## config.mk

```make
export PLATFORM = sky130hd
export DESIGN_NAME = fetch_stage
export DESIGN_NICKNAME = d
export VERILOG_FILES = /design/src/rtl/riscv_pkg.sv /design/src/rtl/pc_gen.sv /design/src/rtl/fetch_stage.sv
export SDC_FILE = /design/constraint.sdc
export NUM_CORES = 1
export LEC_CHECK = 0
export CAP_MARGIN = 20
export CORE_ASPECT_RATIO = 2
export CORE_MARGIN = 2
export CORE_UTILIZATION = 49
export CTS_CLUSTER_SIZE = 16
export DETAILED_ROUTE_END_ITERATION = 6
export GPL_TIMING_DRIVEN = 0
export PLACE_DENSITY = 0.9
export SYNTH_ARGS = -nofsm -noshare
export SYNTH_HDL_FRONTEND = slang
export SYNTH_SLANG_ARGS = --single-unit
```

## constraint.sdc

```tcl
create_clock -name clk -period 4.4 [get_ports clk]
set_clock_uncertainty 0.1 [all_clocks]
set_input_delay 1.1 -clock clk [delete_from_list [all_inputs] [get_ports clk]]
set_output_delay 1.1 -clock clk [all_outputs]
set_load 0.05 [all_outputs]
```

## src/rtl/riscv_pkg.sv

```systemverilog
// Shared RV32I pipeline types and constants: IF/ID register layout and canonical NOP.
// Reused by the fetch and decode stages.
package riscv_pkg;

    localparam int unsigned XLEN = 32;

    // addi x0, x0, 0
    localparam logic [31:0] NOP_INSTR = 32'h0000_0013;

    typedef struct packed {
        logic [XLEN-1:0] pc;
        logic [XLEN-1:0] pc4;
        logic [31:0]     instr;
        logic            valid;
    } if_id_t;

    localparam if_id_t IF_ID_BUBBLE = '{pc: '0, pc4: '0, instr: NOP_INSTR, valid: 1'b0};

endpackage

```

## src/rtl/pc_gen.sv

```systemverilog
// Program counter register and next-PC selection: redirect beats stall, otherwise sequential +4.
module pc_gen #(
    parameter int unsigned     XLEN     = 32,
    parameter logic [XLEN-1:0] RESET_PC = '0
) (
    input  logic            clk,
    input  logic            rst,
    input  logic            stall_i,
    input  logic            redirect_valid_i,
    input  logic [XLEN-1:0] redirect_pc_i,
    output logic [XLEN-1:0] pc_o
);

    logic [XLEN-1:0] pc_d, pc_q;

    always_comb begin
        pc_d = pc_q + XLEN'(4);
        if (redirect_valid_i) begin
            // Word-align the target; misaligned fetch is not trapped here.
            pc_d = redirect_pc_i & ~XLEN'(3);
        end else if (stall_i) begin
            pc_d = pc_q;
        end
    end

    always_ff @(posedge clk or negedge rst) begin
        if (!rst) begin
            pc_q <= RESET_PC;
        end else begin
            pc_q <= pc_d;
        end
    end

    assign pc_o = pc_q;

endmodule

```

## src/rtl/fetch_stage.sv

```systemverilog
// IF stage of the 5-stage RV32I pipeline: PC, instruction-memory address and IF/ID register.
// Optional FETCH_PERF_CNT_EN adds fetched/bubble event counters.
module fetch_stage #(
    parameter int unsigned     XLEN       = 32,
    parameter logic [XLEN-1:0] RESET_PC   = '0,
    parameter int unsigned     IMEM_DEPTH = 256,
    localparam int unsigned    AW         = $clog2(IMEM_DEPTH)
) (
    input  logic            clk,
    input  logic            rst,
    input  logic            stall_i,
    input  logic            flush_i,
    input  logic            redirect_valid_i,
    input  logic [XLEN-1:0] redirect_pc_i,
    output logic [AW-1:0]   imem_addr_o,
    input  logic [31:0]     imem_rdata_i,
    output logic [XLEN-1:0] fetch_pc_o,
    output logic [XLEN-1:0] if_id_pc_o,
    output logic [XLEN-1:0] if_id_pc4_o,
    output logic [31:0]     if_id_instr_o,
    output logic            if_id_valid_o
`ifdef FETCH_PERF_CNT_EN
    ,
    output logic [31:0]     perf_fetched_o,
    output logic [31:0]     perf_bubbles_o
`endif
);

    import riscv_pkg::*;

    logic [XLEN-1:0] pc;
    logic            take_bubble;
    logic            take_fetch;

    logic [XLEN-1:0] if_id_pc_d, if_id_pc_q;
    logic [XLEN-1:0] if_id_pc4_d, if_id_pc4_q;
    logic [31:0]     if_id_instr_d, if_id_instr_q;
    logic            if_id_valid_d, if_id_valid_q;

    pc_gen #(
        .XLEN     (XLEN),
        .RESET_PC (RESET_PC)
    ) u_pc_gen (
        .clk              (clk),
        .rst              (rst),
        .stall_i          (stall_i),
        .redirect_valid_i (redirect_valid_i),
        .redirect_pc_i    (redirect_pc_i),
        .pc_o             (pc)
    );

    assign take_bubble = redirect_valid_i | flush_i;
    assign take_fetch  = ~take_bubble & ~stall_i;

    // Upper PC bits are dropped, so the memory index wraps modulo IMEM_DEPTH.
    assign imem_addr_o = pc[AW+1:2];

    always_comb begin
        if_id_pc_d    = if_id_pc_q;
        if_id_pc4_d   = if_id_pc4_q;
        if_id_instr_d = if_id_instr_q;
        if_id_valid_d = if_id_valid_q;
        if (take_bubble) begin
            if_id_pc_d    = '0;
            if_id_pc4_d   = '0;
            if_id_instr_d = NOP_INSTR;
            if_id_valid_d = 1'b0;
        end else if (take_fetch) begin
            if_id_pc_d    = pc;
            if_id_pc4_d   = pc + XLEN'(4);
            if_id_instr_d = imem_rdata_i;
            if_id_valid_d = 1'b1;
        end
    end

    always_ff @(posedge clk or negedge rst) begin
        if (!rst) begin
            if_id_pc_q    <= '0;
            if_id_pc4_q   <= '0;
            if_id_instr_q <= NOP_INSTR;
            if_id_valid_q <= 1'b0;
        end else begin
            if_id_pc_q    <= if_id_pc_d;
            if_id_pc4_q   <= if_id_pc4_d;
            if_id_instr_q <= if_id_instr_d;
            if_id_valid_q <= if_id_valid_d;
        end
    end

    assign fetch_pc_o    = pc;
    assign if_id_pc_o    = if_id_pc_q;
    assign if_id_pc4_o   = if_id_pc4_q;
    assign if_id_instr_o = if_id_instr_q;
    assign if_id_valid_o = if_id_valid_q;

`ifdef FETCH_PERF_CNT_EN
    logic [31:0] perf_fetched_d, perf_fetched_q;
    logic [31:0] perf_bubbles_d, perf_bubbles_q;

    always_comb begin
        perf_fetched_d = perf_fetched_q + {31'd0, take_fetch};
        perf_bubbles_d = perf_bubbles_q + {31'd0, take_bubble};
    end

    always_ff @(posedge clk or negedge rst) begin
        if (!rst) begin
            perf_fetched_q <= '0;
            perf_bubbles_q <= '0;
        end else begin
            perf_fetched_q <= perf_fetched_d;
            perf_bubbles_q <= perf_bubbles_d;
        end
    end

    assign perf_fetched_o = perf_fetched_q;
    assign perf_bubbles_o = perf_bubbles_q;
`endif

endmodule

```

After elaboration in Yosys (flattened, before gate mapping)

Index checks and enable logic that the tools add are counted.

Add/subtract/negate cells: 1
Eq/ne operators: 1
Multiplexer cells: 10
Bitwise operators: 4
Reduce and logical (&&, ||, !) cells: 1

Operators by type and width:

| operator                | number |
|---|---|
| $mux W32                | 8 |
| $add A32 B3 Y32 const B | 1 |
| $mux W1                 | 2 |
| $ne A2 B1 Y1 const B    | 1 |
| $not A1 Y1              | 2 |
| $reduce_bool A2 Y1      | 1 |
| $and A1 B1 Y1           | 1 |
| $or A1 B1 Y1            | 1 |

Flip-flop bits (word level): 129
Input bits: 69
Output and inout bits: 137

Depth between registers and ports, before layout

Gate-level depths: netlist (run 1).

Word-level depth: 5
Gate-level depth with buffers: 8
Mapped depth without buffers: 6

Modules after synthesis

A second synthesis (run 1) with hierarchy kept.

Cell total of the unflattened synthesis: 533
Area, all modules: 5768.0 µm²

Modules (own cells, without submodules):

| module      | instances | cells an instance | area each (µm²) | sequential area each (µm²) |
|---|---|---|---|---|
| fetch_stage | 1         | 339               | 4006.3          | 2381.0 |
| pc_gen      | 1         | 194               | 1761.7          | 750.7 |

Least setup slack after synthesis (run 1)

No wires, ideal clock.

Path type: reg2reg
Start point: register u_pc_gen.pc_q[2] (netlist: u_pc_gen.pc_o[2])
End point: register u_pc_gen.pc_q[22] (netlist: u_pc_gen.pc_o[22])
Library setup time: 0.127 ns
Data arrival time: 2.373 ns
Data required time: 4.173 ns
Setup slack: 1.800 ns
Stages on the path, launching flop included: 8
Clock period less this slack: 2.600 ns
Cell sequence: dfrtp_1 ha_1 nand4_4 or4_1 buf_2 nor4_4 xnor2_1 o21ai_2

Cells in the longest elaborated chain, start to end: 3

Ends and longest elaborated chain:

| element                  | RTL line     | text |
|---|---|---|
| start: declaration       | pc_gen.sv:14 | `logic [XLEN-1:0] pc_d, pc_q;` |
| start signal: assignment | pc_gen.sv:30 | `pc_q <= pc_d;` |
| $add A32 B3 Y32          | pc_gen.sv:17 | `pc_d = pc_q + XLEN'(4);` |
| $mux W32                 | pc_gen.sv:21 | `end else if (stall_i) begin` |
| $mux W32                 | pc_gen.sv:18 | `if (redirect_valid_i) begin` |

Every way passes these cells. The select of a mux whose other input is x is not followed.
A chain may end at the register's enable or synchronous reset.

Final worst setup path (run 1)

Start point: register u_pc_gen.pc_q[2] (netlist: u_pc_gen.pc_o[2])
End point: output port imem_addr_o[0]

RTL lines:

| element          | RTL line          | text |
|---|---|---|
| end: declaration | fetch_stage.sv:15 | `output logic [AW-1:0] imem_addr_o,` |

No word-level cell between the ends.

==> flow_summary.json, run 1 <==
{
  "status": "finished clean",
  "max_freq_ghz": 0.317,
  "track_usage_pct": 28.5,
  "ctsResizeCount": 0,
  "ys_async_sr_fraction_pct": 100,
  "instances_no_fill": 974,
  "nNetsFinal": 886,
  "critPathLaunchType": "flip-flop",
  "die_height_microns": 159,
  "rows": 56,
  "worst_ir_drop_vdd_mv": 0.330,
  "area_growth_pct": 46.2,
  "place.gp.congestion": 0.909,
  "netlist_area_sq_um": 5910,
  "grt_pass1_vias": 5694,
  "cts_root_buf": "clkbuf_16",
  "worst_pin_slew_ps": 811,
  "r2r_end": "if_id_pc4_o[22]",
  "cts_setup_buffers": 0,
  "vias_per_cell": 5.55,
  "hold_start": "if_id_valid_o",
  "critical_path_class": "reg2out",
  "syn-instance-count": 596,
  "port_buffers": 195,
  "drc": 0,
  "finalSetupViolations": 0,
  "ant_nets": 0,
  "gr-total-overflow": 0,
  "reg2reg_depth": 7,
  "layout_worst_path_cycle_share_pct": 71.7,
  "ys_ff_latch": 123,
  "power_density_nw_per_um2": 380,
  "wl_per_cell_microns": 18.6,
  "relSlewSlack_pct": 46.0,
  "vias": 5406,
  "whs_path_depth": 1,
  "hold_buffers": 0,
  "finalInstanceArea_sq_um": 8650,
  "hold_path.class": "reg2reg",
  "cts_buffers": 17,
  "drv_slew": 0,
  "path_clk_slew_ps": 50,
  "core-area_sq_um": 11800,
  "synth-main-ff-cell": "dfrtp_1",
  "holdWs_ps": 386,
  "min_period_ps": 3150,
  "cp.arrival_ps": 1950,
  "yosysUniqueCellTypes": 38,
  "endpoint_kind": "primary output",
  "rsz0062_at_grt": "false",
  "die_w_microns": 81.7,
  "place_hpwl_microns": 13500,
  "drt_first_pass_iters": 5,
  "synth_edf_count": 0,
  "clock_latency_ps": 420,
  "antenna_found_initial": 0,
  "worstPathRequired_ps": 3200,
  "p_leak_nw": 3.67,
  "die-area_sq_um": 13000,
  "hold-path-endpoint": "if_id_valid_o",
  "r2r_setup_slack_ps": 1780,
  "cts_tree": "done",
  "drtIter0Drc": 385,
  "h-tree-depth": 4,
  "n_fill_cell": 854,
  "grt_max_degree": 80,
  "final_util_pct": 73.5,
  "diodes": 0,
  "grt_pass1_wl_microns": 28100,
  "io_pins": 206,
  "dpl-instance-area_sq_um": 8100,
  "critPathMaxFanout": 9,
  "start_util_pct": 50.2,
  "drive_gt1_share_pct": 8.56,
  "drt-total-wl_microns": 18100,
  "cts_sinks": 123,
  "hold_viol_final": 0,
  "cts_max_path_buffers": 2,
  "ys_seq_area_share_pct": 52.1,
  "ys.warnings.count": 0,
  "dp_cells": 942,
  "drv_cap": 0,
  "r2r_start": "u_pc_gen.pc_o[2]",
  "avgSynthCellArea_sq_um": 9.92
}
==> Yosys cell counts (3+ instances only) <==
master | n | area, sq um
o21ai_1 | 3 | 15.0
nor3_1 | 12 | 60.1
xor2_1 | 15 | 131
nor4_1 | 6 | 37.5
xnor2_1 | 42 | 368
dfstp_2 | 3 | 78.8
and3_1 | 3 | 18.8
o21ai_0 | 43 | 215
inv_1 | 3 | 11.3
a211oi_1 | 3 | 22.5
nor2b_1 | 3 | 18.8
clkbuf_1 | 34 | 128
nand3_1 | 13 | 65.1
buf_4 | 14 | 105
and4_1 | 4 | 35.0
a21oi_1 | 30 | 150
nand4_1 | 11 | 68.8
buf_1 | 4 | 15.0
nor2_1 | 86 | 323
dfrtp_1 | 120 | 3000
mux2i_1 | 60 | 601
buf_2 | 11 | 55.1
nand2_1 | 56 | 210
==> final cells by class <==
cell class                      count  area (sq um)  share of cell area (%)
Sequential cell                   123          3080                    35.6
Multi-Input combinational cell    412          2540                    29.3
Timing Repair Buffer              196          1980                    22.9
Clock inverter                     14           125                    1.45
Inverter                            3          11.3                   0.130
Clock buffer                       18           429                    4.96
Tap cell                          145           181                    2.10
Buffer                             63           303                    3.50
==> stage by stage <==
stage               setup WS (ps)  setup TNS, ps  power, mW
floorplan                    1800              0       1.70
finish                       1250              0       3.29
detailed placement           1110              0       1.99
CTS                          1250              0       3.30
global route                 1230              0       3.39
global placement            -2400        -290410       1.97
==> layout by cell type, fill, tap and decap left out, types with 3 or more instances in the layout <==
cell type,Yosys,layout
xor2_1,15,15
clkdlybuf4s50_1,0,194
a211oi_1,3,3
buf_1,4,4
clkinvlp_4,0,3
nor4_1,6,6
dfrtp_1,120,120
and3_1,3,3
nand3_1,13,13
clkinv_4,0,5
dfstp_2,3,3
nor3_1,12,12
conb_1,1,6
clkbuf_1,34,35
nor2b_1,3,3
clkbuf_16,0,17
o21ai_1,3,3
nand2_1,56,56
clkinv_2,0,4
mux2i_1,60,60
nand4_1,11,11
and4_1,4,4
nor2_1,86,86
buf_2,11,11
o21ai_0,43,43
inv_1,3,3
xnor2_1,42,42
a21oi_1,30,30
buf_4,14,14
==> per-layer routing <==
layer	GRT usage, %	vias up	wire [microns]
li1	-	2425	-
met4	18.7	0	1080
met2	50.6	277	9850
met5	0	-	0
met3	6.35	80	1320
met1	28.3	2624	5870
==> state kept, by name, indices dropped and copies added (netlist names) <==
name / flops
if_id_pc4_o: 30
if_id_pc_o: 30
u_pc_gen.pc_o: 30
if_id_valid_o: 1
if_id_instr_o: 32
==> worst max-delay path, stage by stage (launching register included) <==
cell and delay, ps:
dfrtp_1 560, buf_4 180, clkdlybuf4s50_1 790
==> kinds of logic (layout without fill, tap and decap cells) <==
| kind of cell | after synthesis | count (layout) | synth area share (%) |
|---|---|---|---|
| other | 1 | 6 | 0.0634 |
| adders and majority gates | 1 | 1 | 0.212 |
| muxes | 61 | 61 | 10.3 |
| and+or+nand+nor | 206 | 206 | 16.4 |
| DFF | 123 | 123 | 52.1 |
| AOI/OAI and AO/OA | 81 | 81 | 7.09 |
| buffers and inverters | 66 | 294 | 5.31 |
| xor gates and xnor gates | 57 | 57 | 8.44 |
==> worst max path at each step <==
stage,start,to,slack [ps]
6_report,u_pc_gen.pc_o[2],imem_addr_o[0],1250
5_1_grt,u_pc_gen.pc_o[2],imem_addr_o[0],1230
4_1_cts,u_pc_gen.pc_o[2],imem_addr_o[0],1250
3_5_place_dp,stall_i,if_id_pc_o[12],1110
3_3_place_gp,rst,if_id_instr_o[2],-2400
2_1_floorplan,u_pc_gen.pc_o[2],u_pc_gen.pc_o[22],1800
==> power by group <==
group          switching [mW]  internal (mW)  total (mW)  leakage, nW
combinational           0.461          0.266       0.727         1.78
clock                   0.535          0.776        1.31        0.266
sequential             0.0650           1.19        1.25         1.63
Power figures use the tool's default switching activity.
==> inputs of run 2 (changes only) <==
--- a/config.mk
+++ b/config.mk
@@ -8,11 +8,11 @@
 export CAP_MARGIN = 20
 export CORE_ASPECT_RATIO = 2
 export CORE_MARGIN = 2
-export CORE_UTILIZATION = 49
+export CORE_UTILIZATION = 46
 export CTS_CLUSTER_SIZE = 16
 export DETAILED_ROUTE_END_ITERATION = 6
 export GPL_TIMING_DRIVEN = 0
-export PLACE_DENSITY = 0.9
+export PLACE_DENSITY = 0.85
 export SYNTH_ARGS = -nofsm -noshare
 export SYNTH_HDL_FRONTEND = slang
 export SYNTH_SLANG_ARGS = --single-unit
==> constraint.sdc (replaced) <==
create_clock -name clk -period 3.2 [get_ports clk]
set_clock_uncertainty 0.1 [all_clocks]
set_input_delay 0.8 -clock clk [delete_from_list [all_inputs] [get_ports clk]]
set_output_delay 0.8 -clock clk [all_outputs]
set_load 0.05 [all_outputs]
==> flow_summary.json, run 2 (synthesized netlist as in run 1, its figures left out) <==
{
  "h-tree-depth": 4,
  "power_density_nw_per_um2": 547,
  "wl_per_cell_microns": 18.3,
  "reg2reg_depth": 6,
  "status": "finished clean",
  "cts_buffers": 17,
  "critical_path_class": "reg2out",
  "cts_sinks": 123,
  "die-area_sq_um": 13800,
  "max_freq_ghz": 0.353,
  "cts_tree": "done",
  "largest_reg_flops": 32,
  "path_clk_slew_ps": 50,
  "cts_max_path_buffers": 2,
  "p_leak_nw": 3.71,
  "cp.arrival_ps": 1930,
  "start_util_pct": 47.1,
  "finalSetupViolations": 0,
  "die_height_microns": 164,
  "gr-total-overflow": 0,
  "finalInstanceArea_sq_um": 8740,
  "ctsResizeCount": 0,
  "worstPathRequired_ps": 2300,
  "relSlewSlack_pct": 45.4,
  "drt-total-wl_microns": 17900,
  "mostFrequentLayoutCells": "194 x clkdlybuf4s50_1, 120 x dfrtp_1, 86 x nor2_1, 60 x mux2i_1, 56 x nand2_1",
  "place.gp.congestion": 0.847,
  "hold_path.class": "in2async",
  "hold_buffers": 0,
  "ant_nets": 0,
  "layout_worst_path_cycle_share_pct": 88.5,
  "worst_pin_slew_ps": 819,
  "drive_gt1_share_pct": 8.44,
  "cts_root_buf": "clkbuf_16",
  "io_pins": 206,
  "cts_setup_buffers": 0,
  "rows": 58,
  "final_common_cell": "clkdlybuf4s50_1",
  "die_w_microns": 84.2,
  "critPathMaxFanout": 9,
  "antenna_found_initial": 1,
  "drt_first_pass_iters": 5,
  "drc": 0,
  "core-area_sq_um": 12600,
  "min_period_ps": 2830,
  "critPathLaunchType": "flip-flop",
  "pre_cts_slack_ps": 166,
  "rsz0062_at_grt": "false",
  "dp_cells": 947,
  "holdWs_ps": 277,
  "vias_per_cell": 5.35,
  "total_power_mw": 4.78,
  "clock_latency_ps": 410,
  "grt_max_degree": 71,
  "drtIter0Drc": 345,
  "port_buffers": 195,
  "grt_pass1_wl_microns": 27900,
  "dpl-instance-area_sq_um": 8100,
  "nNetsFinal": 886,
  "timing.setup.tns_ps": 0,
  "place_hpwl_microns": 13400,
  "drv_cap": 0,
  "drv_slew": 0,
  "instances_no_fill": 980,
  "track_usage_pct": 25.9,
  "vias": 5241,
  "area_growth_pct": 47.8,
  "grt_pass1_vias": 5388,
  "fin_ws_ps": 367,
  "worst_ir_drop_vdd_mv": 0.394,
  "endpoint_kind": "primary output",
  "hold_viol_final": 0,
  "final_util_pct": 69.6
}
[run 2: cell count changes in the layout (fill, tap and decap cells not counted), sizes merged]
| cell | previous run | this run |
|---|---|---|
| clkinvlp | 3 | 2 |
| diode | 0 | 1 |
| bufinv | 1 | 4 |
| clkinv | 9 | 3 |
| clkbuf | 52 | 56 |
[run 2: final timing paths]
check	slack, ps	endpoint	from
max in group asynchronous	2030	if_id_pc4_o[19]	rst
min in group clk	380	if_id_valid_o	if_id_valid_o
max	370	imem_addr_o[0]	u_pc_gen.pc_o[2]
max reg2reg	620	u_pc_gen.pc_o[26]	u_pc_gen.pc_o[2]
min	280	if_id_pc_o[5]	rst
min reg2reg	380	if_id_valid_o	if_id_valid_o
[run 2: final cells by class]
class / count / area [sq um]
antenna: 1 / 2.50
buffer: 63 / 303
clock buffer: 22 / 474
clock inverter: 10 / 163
fill: 933 / 3810
inverter: 3 / 11.3
multi-input combinational: 412 / 2540
sequential: 123 / 3080
tap: 150 / 188
timing repair buffer: 196 / 1980
[run 2: critical path, cell delays in order (launching register included)]
cell and delay, ps:
dfrtp_1 560, buf_4 180, clkdlybuf4s50_1 780
[run 2: layer usage]
metal | GRT usage, % | up-vias | part of all wire [%]
met1 | 28.3 | 2509 | 35
met5 | 0 | - | 0
met2 | 45.6 | 257 | 54
met3 | 4.92 | 62 | 5.5
li1 | - | 2413 | -
met4 | 16.1 | 0 | 5.4
[run 2: power by group]
part           switching, mW  internal (mW)  leakage, nW
Combinational          0.632          0.365         1.78
Clock                  0.694           1.37        0.307
Sequential            0.0891           1.63         1.63
Total                   1.42           3.37         3.71
==> patch, RTL diff (config.mk and constraints of run 2) <==
`IMEM_DEPTH`: 256 -> 128.
--- a/src/rtl/fetch_stage.sv
+++ b/src/rtl/fetch_stage.sv
@@ -4,5 +4,5 @@
     parameter int unsigned     XLEN       = 32,
     parameter logic [XLEN-1:0] RESET_PC   = '0,
-    parameter int unsigned     IMEM_DEPTH = 256,
+    parameter int unsigned     IMEM_DEPTH = 128,
     localparam int unsigned    AW         = $clog2(IMEM_DEPTH)
 ) (
Ports: changed (resized imem_addr_o); port bits go from 206 to 205. No check against the original RTL was run, so the function may have changed too.
==> patch against run 2 <==
Wire length decreased by 0.47%. Clock power decreased by 14%. Die area decreased by 0.12%. Non-clock buffer count decreased by 2. Total power decreased by 6.1%. Sequential share of layout area increased by 0.46 points. Highest routed layer unchanged. Cell area decreased by 1.3%. Sequential cell count unchanged. Sequential power about the same. Hold slack got worse by 0.14 ns. Worst setup slack about the same. Synthesized area decreased by 0.13%.
==> patch: results (changes against run 2) <==
global_routing:
  grt.met1_usage_pct: 27.63  # was 28.25%
  grt_max_degree: 103  # was 71
  use_met2_pct: 47.62  # was 45.63%
  met3_usage_pct: 5.126  # was 4.925%
  grt_pass1_vias: 5546  # was 5,388
  grt_use_total_pct: 26.30  # was 25.88%
  grt_pass1_wl_mm: 28.17  # was 27.95 mm
placed_design:
  hpwl_mm: 13.36  # was 13.43 mm
  port-buffer-count: 194  # was 195
  place_area_um2: 8084  # was 8102 µm²
  finalWeightedCongestion: 0.8847  # was 0.8474
  post-place-ws_ns: 0.1867  # was 0.1662 ns
  placedCellCount: 945  # was 947
sta:
  tightestPinTransition_ns: 0.8096  # was 0.8192 ns
power:
  pwr-share-seq_pct: 38.4  # was 36.0%
  peakVddDrop_mv: 0.4379  # was 0.3937 mV
  switching_power_w: 0.001365  # was 0.001415 W
  p_leak_nw: 3.663  # was 3.712 nW
  p_clk_w: 0.00178  # was 0.00206 W
final_layout:
  nets: 884  # was 886
  drive_gt1_share_pct: 7.618  # was 8.444%
logic_synthesis:
  synth_compound_area_share_pct: 7.096  # was 7.087%
  synth.area.mux_share_pct: 10.36  # was 10.34%
  synth_area_leaders: "dfrtp_1 51%, mux2i_1 10%, xnor2_1 6.2%"  # unchanged
  yosysTopAreaCell: "dfrtp_1"  # unchanged
  synth-xor-area-share_pct: 8.452  # was 8.441%
  avgSynthCellArea_um2: 9.928  # was 9.924 µm²
  ys_seq_area_share_pct: 52.17  # was 52.10%
  synthAdderAreaFrac_pct: 0.2118  # was 0.2116%
status:
  status: "completed"  # unchanged
detailed_routing:
  routedWlPerCell_um: 18.24  # was 18.29 µm
  drt_iter0_drc: 289  # was 345
  dr.max_layer_used: "met4"  # unchanged
  viasPerCell: 5.368  # was 5.348
  met1_length_mm: 6.424  # was 6.346 mm
  finalWirelength_mm: 17.84  # was 17.93 mm
  wl_met2_mm: 9.584  # was 9.635 mm
  route.met3.wl_um: 907  # was 979 µm
worst_setup_path:
  crit_fanout: 7  # was 9
clock_network:
  clk_latency_ns: 0.41  # about the same
worst_hold_path:
  hp-class: "in2async"  # unchanged
[patch: final cells by class]
cell class                 count  area, µm²
inverter                       3      11.26
multi-input combinational    412       2537
fill                         954       3926
antenna                        1      2.502
sequential                   123       3082
timing repair buffer         195       1971
tap                          150      187.7
clock buffer                  28      496.7
buffer                        62      295.3
clock inverter                 4      45.04
[patch: worst max-delay path: stages, from the launching register on]
cell and delay (ns):
dfrtp_1 0.56, buf_4 0.17, clkdlybuf4s50_1 0.78
[patch: final timing paths]
check                            startpoint                end  slack (ns)  cells after the start
min                                     rst  u_pc_gen.pc_o[10]        0.13                      1
max in group asynchronous               rst    if_id_pc4_o[20]        2.07                      2
min reg2reg                   if_id_valid_o      if_id_valid_o        0.38                      1
max reg2reg                u_pc_gen.pc_o[2]  u_pc_gen.pc_o[26]        0.64                      6
max                        u_pc_gen.pc_o[6]     imem_addr_o[4]        0.37                      2
min in group clk              if_id_valid_o      if_id_valid_o        0.38                      1
